**src/rtl/ram64_rd_pkg.sv**
```systemverilog
// Shared definitions for the 64x8 LUTRAM stream reader: FSM encoding and default widths.
package ram64_rd_pkg;

  localparam int ADDR_W_DEF = 6;
  localparam int DATA_W_DEF = 8;

  typedef enum logic [1:0] {
    IDLE  = 2'd0,
    RUN   = 2'd1,
    DRAIN = 2'd2
  } state_t;

endpackage

```
**src/rtl/ram64_rd_oreg.sv**
```systemverilog
// Output stage of the stream reader: captures the async RAM word and last flag,
// holds them while the consumer stalls, and drops valid after the final handshake.
module ram64_rd_oreg #(
  parameter int DATA_W = 8
) (
  input  logic              clk,
  input  logic              rst,
  input  logic              load,
  input  logic              clear,
  input  logic [DATA_W-1:0] cap_data,
  input  logic              cap_last,
  output logic [DATA_W-1:0] data,
  output logic              last,
  output logic              valid
);

  logic [DATA_W-1:0] data_p1;
  logic              last_p1;
  logic              vld_p1;

  // Output register stage: load replaces the word, clear retires it, otherwise hold.
  always_ff @(posedge clk) begin
    if (rst) begin
      data_p1 <= '0;
      last_p1 <= 1'b0;
      vld_p1  <= 1'b0;
    end else if (load) begin
      data_p1 <= cap_data;
      last_p1 <= cap_last;
      vld_p1  <= 1'b1;
    end else if (clear) begin
      last_p1 <= 1'b0;
      vld_p1  <= 1'b0;
    end
  end

  assign data  = data_p1;
  assign last  = last_p1;
  assign valid = vld_p1;

endmodule

```
**src/rtl/ram64m8_stream_reader.sv**
```systemverilog
// Burst read engine for a 64x8 async-read LUTRAM: takes (address, length) commands,
// walks the RAM read address and streams the words out with valid/ready and a last flag.
module ram64m8_stream_reader
  import ram64_rd_pkg::*;
#(
  parameter int ADDR_W    = ADDR_W_DEF,
  parameter int DATA_W    = DATA_W_DEF,
  parameter int ADDR_STEP = 1
) (
  input  logic              CLK,
  input  logic              RST,
  input  logic              CMD_VALID,
  output logic              CMD_READY,
  input  logic [ADDR_W-1:0] CMD_ADDR,
  input  logic [ADDR_W-1:0] CMD_LEN,
  output logic [ADDR_W-1:0] RD_ADDR,
  input  logic [DATA_W-1:0] RD_DATA,
  output logic              M_VALID,
  input  logic              M_READY,
  output logic [DATA_W-1:0] M_DATA,
  output logic              M_LAST,
  output logic              BUSY
);

  localparam logic [ADDR_W-1:0] STEP_V = ADDR_W'(ADDR_STEP);
  localparam logic [ADDR_W-1:0] ONE_V  = ADDR_W'(1);

  state_t            state;
  state_t            state_nxt;
  logic [ADDR_W-1:0] ptr;
  logic [ADDR_W-1:0] cnt;
  logic              accept;
  logic              load;
  logic              clear;

  // Ready is masked by reset so no command can slip in while the engine is being cleared.
  assign CMD_READY = (state == IDLE) && !RST;
  assign BUSY      = (state != IDLE);
  assign accept    = CMD_VALID && CMD_READY;
  assign RD_ADDR   = ptr;

  // FSM state register.
  always_ff @(posedge CLK) begin
    if (RST) begin
      state <= IDLE;
    end else begin
      state <= state_nxt;
    end
  end

  // Next state and output-register control; a load happens whenever the output slot is free.
  always_comb begin
    state_nxt = state;
    load      = 1'b0;
    clear     = 1'b0;
    case (state)
      IDLE: begin
        if (accept) begin
          state_nxt = RUN;
        end
      end
      RUN: begin
        if (!M_VALID || M_READY) begin
          load = 1'b1;
          if (cnt == '0) begin
            state_nxt = DRAIN;
          end
        end
      end
      DRAIN: begin
        if (M_VALID && M_READY) begin
          clear     = 1'b1;
          state_nxt = IDLE;
        end
      end
      default: begin
        state_nxt = IDLE;
      end
    endcase
  end

  // Address pointer and remaining-beat counter; both freeze while the output stalls.
  always_ff @(posedge CLK) begin
    if (RST) begin
      ptr <= '0;
      cnt <= '0;
    end else if (accept) begin
      ptr <= CMD_ADDR;
      cnt <= CMD_LEN;
    end else if (load) begin
      ptr <= ptr + STEP_V;
      cnt <= cnt - ONE_V;
    end
  end

  // Stage p0 -> p1: RAM read data registered into the stream output.
  ram64_rd_oreg #(
    .DATA_W(DATA_W)
  ) u_oreg (
    .clk      (CLK),
    .rst      (RST),
    .load     (load),
    .clear    (clear),
    .cap_data (RD_DATA),
    .cap_last (cnt == '0),
    .data     (M_DATA),
    .last     (M_LAST),
    .valid    (M_VALID)
  );

endmodule

```
**config.mk**
```make
export PLATFORM = sky130hd
export DESIGN_NAME = ram64m8_stream_reader
export DESIGN_NICKNAME = d
export VERILOG_FILES = /design/src/rtl/ram64_rd_pkg.sv /design/src/rtl/ram64_rd_oreg.sv /design/src/rtl/ram64m8_stream_reader.sv
export SDC_FILE = /design/constraint.sdc
export NUM_CORES = 1
export LEC_CHECK = 0
export CAP_MARGIN = 30
export CELL_PAD_IN_SITES_DETAIL_PLACEMENT = 1
export CELL_PAD_IN_SITES_GLOBAL_PLACEMENT = 1
export CORE_AREA = 3 3 68 70
export CTS_CLUSTER_SIZE = 28
export DETAILED_ROUTE_END_ITERATION = 6
export DIE_AREA = 0 0 71 73
export PLACE_DENSITY_LB_ADDON = 0.3
export SYNTH_ARGS = -nofsm -noshare
export SYNTH_HDL_FRONTEND = slang
export SYNTH_HIERARCHICAL = 1
export SYNTH_SLANG_ARGS = --single-unit
```
**constraint.sdc**
```tcl
create_clock -name CLK -period 2.57 [get_ports CLK]
set_clock_uncertainty 0.1 [all_clocks]
set_input_delay 0.3855 -clock CLK [delete_from_list [all_inputs] [get_ports CLK]]
set_output_delay 0.3855 -clock CLK [all_outputs]
set_load 0.01 [all_outputs]
```
### Word level (Yosys, flattened, before mapping)

Index checks and enable logic that the tools add are counted.

* add/subtract/negate cells: 2
* muxes and demuxes: 16
* eq/ne operators: 6
* reduce and logical (&&, ||, !) cells: 12

Operators by type and width (number)
* 2-to-1 mux 6 bit: 4
* 2-to-1 mux 2 bit: 4
* 2-to-1 mux 1 bit: 7
* adder 6 x 1 -> 6 bit, second input constant: 1
* logical NOT 6 bit: 1
* != test 2 bit, second input constant: 3
* case mux 2 bit (3 select lines): 1
* nonzero test 2 bit: 3
* subtractor 6 x 1 -> 6 bit, second input constant: 1
* AND reduction 4 bit: 1
* logical AND 1 bit: 3
* equality test 2 x 1 -> 1 bit, second input constant: 1
* equality test 2 bit, second input constant: 1
* logical NOT 1 bit: 2
* logical NOT 2 bit: 1
* != test 2 x 1 -> 1 bit, second input constant: 1
* logical OR 1 bit: 1

* bits of input ports: 24
* word-level logic and storage cells: 42
* register bits after elaboration: 24
* output and inout port bits: 18

### Longest topological paths before layout

* word-level depth: 6
* mapped depth: 7
* depth with buffers taken out: 5

### Hierarchy

Netlist, hierarchy kept.

By module, submodules not included
* ram64m8_stream_reader: area an instance 853.3 sq um, cells each 96, seq. area each 280.3 sq um, times used 1
* ram64_rd_oreg: area an instance 354.1 sq um, cells each 34, seq. area each 200.2 sq um, times used 1

### Worst setup path before layout

OpenSTA, ideal clock, no wires.

* path kind: flip-flop to flip-flop
* from: reg u_oreg.vld_p1, in the netlist u_oreg/valid
* to: reg cnt[5]
* required time: 2354 ps
* setup slack: 926 ps
* arrival: 1428 ps
* clock period less this slack: 1644 ps
* cell stages (with the launch flop): 6
* buffers on the path: 1
* setup time: 116 ps
* cell sequence: dfxtp_1 nor2b_1 buf_4 nor2_2 mux2_2 o211a_1

* cells in the longest elaborated chain, start to end: 5

Ends and longest elaborated chain
* start, declared: RTL line ram64_rd_oreg.sv:19 `logic vld_p1;`
* start signal, assigned: RTL line ram64_rd_oreg.sv:26 `vld_p1 <= 1'b0;`
* start signal, assigned: RTL line ram64_rd_oreg.sv:30 `vld_p1 <= 1'b1;`
* start signal, assigned: RTL line ram64_rd_oreg.sv:33 `vld_p1 <= 1'b0;`
* logical NOT 1 bit: RTL line ram64m8_stream_reader.sv:63 `if (!M_VALID || M_READY) begin`
* logical OR 1 bit: RTL line ram64m8_stream_reader.sv:63
* 2-to-1 mux 1 bit: RTL line ram64m8_stream_reader.sv:63
* 2-to-1 mux 1 bit: RTL line ram64m8_stream_reader.sv:56 `case (state)`
* named net load: RTL line ram64m8_stream_reader.sv:33 `logic load;`
* nonzero test 2 bit (no line)
* end signal, assigned: RTL line ram64m8_stream_reader.sv:92 `cnt <= cnt - ONE_V;`
* end, declared: RTL line ram64m8_stream_reader.sv:31 `logic [ADDR_W-1:0] cnt;`

The timed path passes the listed nets, and every way through them passes these cells.
A chain may end at the register's enable or synchronous reset.

### Final worst setup path

* from: in RST
* to: out CMD_READY

* cells in the longest elaborated chain, start to end: 2

Ends and longest elaborated chain
* start, declared: RTL line ram64m8_stream_reader.sv:11 `input logic RST,`
* logical NOT 1 bit: RTL line ram64m8_stream_reader.sv:37 `assign CMD_READY = (state == IDLE) && !RST;`
* logical AND 1 bit: RTL line ram64m8_stream_reader.sv:37
* end, declared: RTL line ram64m8_stream_reader.sv:13 `output logic CMD_READY,`

Every way passes these cells.

==> impl_metrics.csv <==
group,metric,value,unit
layout,diodes,0,
place,numPortBuffers,41,
power_and_ir_drop,ir_drop,0.0002017,V
sta,period_needed,2.210,ns
sta,fin_setup_tns,0,ns
route,drtPass1Iterations,4,
die,rows,23,
route,ant_nets,0,
sta,timing.fmax,452.5,MHz
sta,period_share,85.99,%
cts,numClockSinks,24,
route,vias,1094,
setup_path,critPathCaptureType,"output port",
sta,slew_viol_final,0,
die,ios,42,
status,status,"completed",
setup_path,cp_max_fo,3,
yosys,yosysSeqAreaShare,39.79,%
power_and_ir_drop,power_density,681.0,mW/mm^2
cts,clkSlewWorstSetupHoldPaths,0.09,ns
setup_path,critPathLaunchType,"primary input",
cts,cts_tree,"built",
min_path,hp-class,"reg2reg",
cts,clk_latency,0.27,ns
die,die_h,73,um
sta,setup_viol,0,
route,routed_wirelength,3.353,mm
setup_path,crit_arrival,1.72,ns
layout,fin_util,42.08,%
route,drtIter0Drc,23,
sta,worst_slew_pin_slew,0.4793,ns
yosys,synthSimpleGateAreaFrac,26.53,%
cts,postCtsSetupBuffers,0,
layout,instances_no_fill,220,
yosys,synth_common_cells,"24 x dfxtp_1, 18 x nor2_1, 8 x mux2i_1, 8 x nor3_1, 7 x a21oi_1",
cts,cts_max_path_buffers,2,
yosys,synth_top_area_share,39.79,%
route,route.detailed.drc,0,
global_routing,grt-ovfl-total,0,
yosys,synth_fa_ha_area_share,3.109,%
layout,num-fill-cells,471,
route,viasPerCell,4.973,
yosys,ys.flop_type,"dfxtp_1",
global_routing,grt_pass1_wl,5.492,mm
yosys,ys_types,39,
yosys,synth_top_family_by_area,"simple AND/OR/NAND/NOR gates",
yosys,syn_area,0.001207,mm^2
cts,cts_resized,0,
global_routing,grt_use_total,13.55,%
yosys,synth.area.mux_share,7.565,%
layout,syn_to_final_growth,40.41,%
cts,cts_hold_buf,0,
yosys,synth.most_common_cell,"dfxtp_1",
yosys,syn_nets,157,
sta,hold_viol,0,
yosys,synthTopCellsByArea,"dfxtp_1 40%, mux2i_1 6.6%, nor2_1 5.6%",
route,wl_per_cell,15.24,um
place,place_area,0.001654,mm^2
power_and_ir_drop,leakage,0.6197,nW
cts,clockRootBuffer,"clkbuf_8",
layout,fin_area,0.001695,mm^2
global_routing,antenna_found_initial,0,
die,die-area,0.005183,mm^2
power_and_ir_drop,power,1.155,mW
yosys,synthCells,130,
yosys,avgSynthCellArea,9.288,um^2
cts,numCtsBuffers,3,
yosys,synth-compound-area-share,13.47,%
sta,rsz0062_at_grt,"false",
die,core-area,0.004029,mm^2
yosys,synth_area_leader_cell,"dfxtp_1",
yosys,synth_edf_count,0,
die,start_util,29.97,%
setup_path,required,2.08,ns
yosys,synth_xor_area_share,3.627,%
layout,num-nets-final,199,
place,place_congestion,0.7440,
cts,h-tree-depth,1,
global_routing,grt_pass1_vias,1181,
sta,relSlewSlack,67.91,%
place,dp.final_hpwl,2.524,mm
layout,layout-drive-gt1-share,10.59,%
die,die_w,71,um
global_routing,grt_max_degree,25,
job,maxCapViolations,0,
yosys,ys_warn_count,6,
place,dp.cells,217,
yosys,synth-seq-cells,24,
yosys,postSynth.asyncResetShare,0,%
setup_path,path_class,"in2out",
## cells by family after synthesis
logic type               count (synthesis)
AND/OR/NAND/NOR                         53
XOR/XNOR                                 5
adder cells (fa/ha/maj)                  3
flip-flops                              24
AO/OA/AOI/OAI                           24
multiplexers                             9
buffers and inverters                   12
## final timing paths
kind / startpoint / to / slack [ns] / cells past startpoint
worst min-delay path: cnt[0]$_SDFFE_PP0P_ / cnt[0]$_SDFFE_PP0P_ / 0.40 / 2
worst min register to register: cnt[0]$_SDFFE_PP0P_ / cnt[0]$_SDFFE_PP0P_ / 0.40 / 2
worst max-delay path: RST / CMD_READY / 0.36 / 3
worst max register to register: state[0]$_SDFFE_PP0P_ / cnt[5]$_SDFFE_PP0P_ / 0.75 / 4
## cells in the final DEF (no fill, tap or decap), drive strengths merged, types with 3 or more instances in the layout
cell type / count
a211oi: 6
a21oi: 8
a22oi: 4
buf: 4
clkbuf: 3
clkdlybuf4s50: 41
dfxtp: 24
ha: 3
inv: 4
mux2i: 8
nand2: 5
nand2b: 3
nand3: 4
nor2: 19
nor3: 9
xnor2: 3
## cell type report
cell class | count | area (um^2) | area share, %
Multi-Input combinational cell | 94 | 655.6 | 38.67
Timing Repair Buffer | 45 | 440.4 | 25.98
Inverter | 4 | 15.01 | 0.8856
Sequential cell | 24 | 480.5 | 28.34
Tap cell | 50 | 62.56 | 3.690
Clock buffer | 3 | 41.29 | 2.435
## power by group
group	switching, mW	internal [mW]	total [mW]
Sequential	0.0642	0.431	0.495
Combinational	0.202	0.227	0.429
Clock	0.125	0.105	0.230
## per-stage QoR
step | hold WS (ns) | setup WS, ns
2_1_floorplan | 0.3593 | 0.9260
3_3_place_gp | 0.3739 | 0.4396
3_5_place_dp | 0.3892 | 0.3492
4_1_cts | 0.4013 | 0.3323
5_1_grt | 0.4315 | 0.2949
6_report | 0.3992 | 0.3600
## metal layers
layer / vias up / wire, um / global-route usage, %
met5: - / 0 / 0
met4: 0 / 49 / 5.428
met3: 5 / 235 / 4.132
met2: 35 / 1549 / 22.14
met1: 514 / 1518 / 16.67
li1: 540 / - / -
## flip-flops by register name, indices dropped and copies added, names as in the netlist
name	cells
state	2
u_oreg/last	1
u_oreg/data	8
cnt	6
RD_ADDR	6
u_oreg/valid	1
## worst max-delay path: stages
cell,delay (ns)
clkdlybuf4s50_1,0.47
nor3_1,0.26
clkdlybuf4s50_1,0.61
Power figures use the tool's default switching activity.
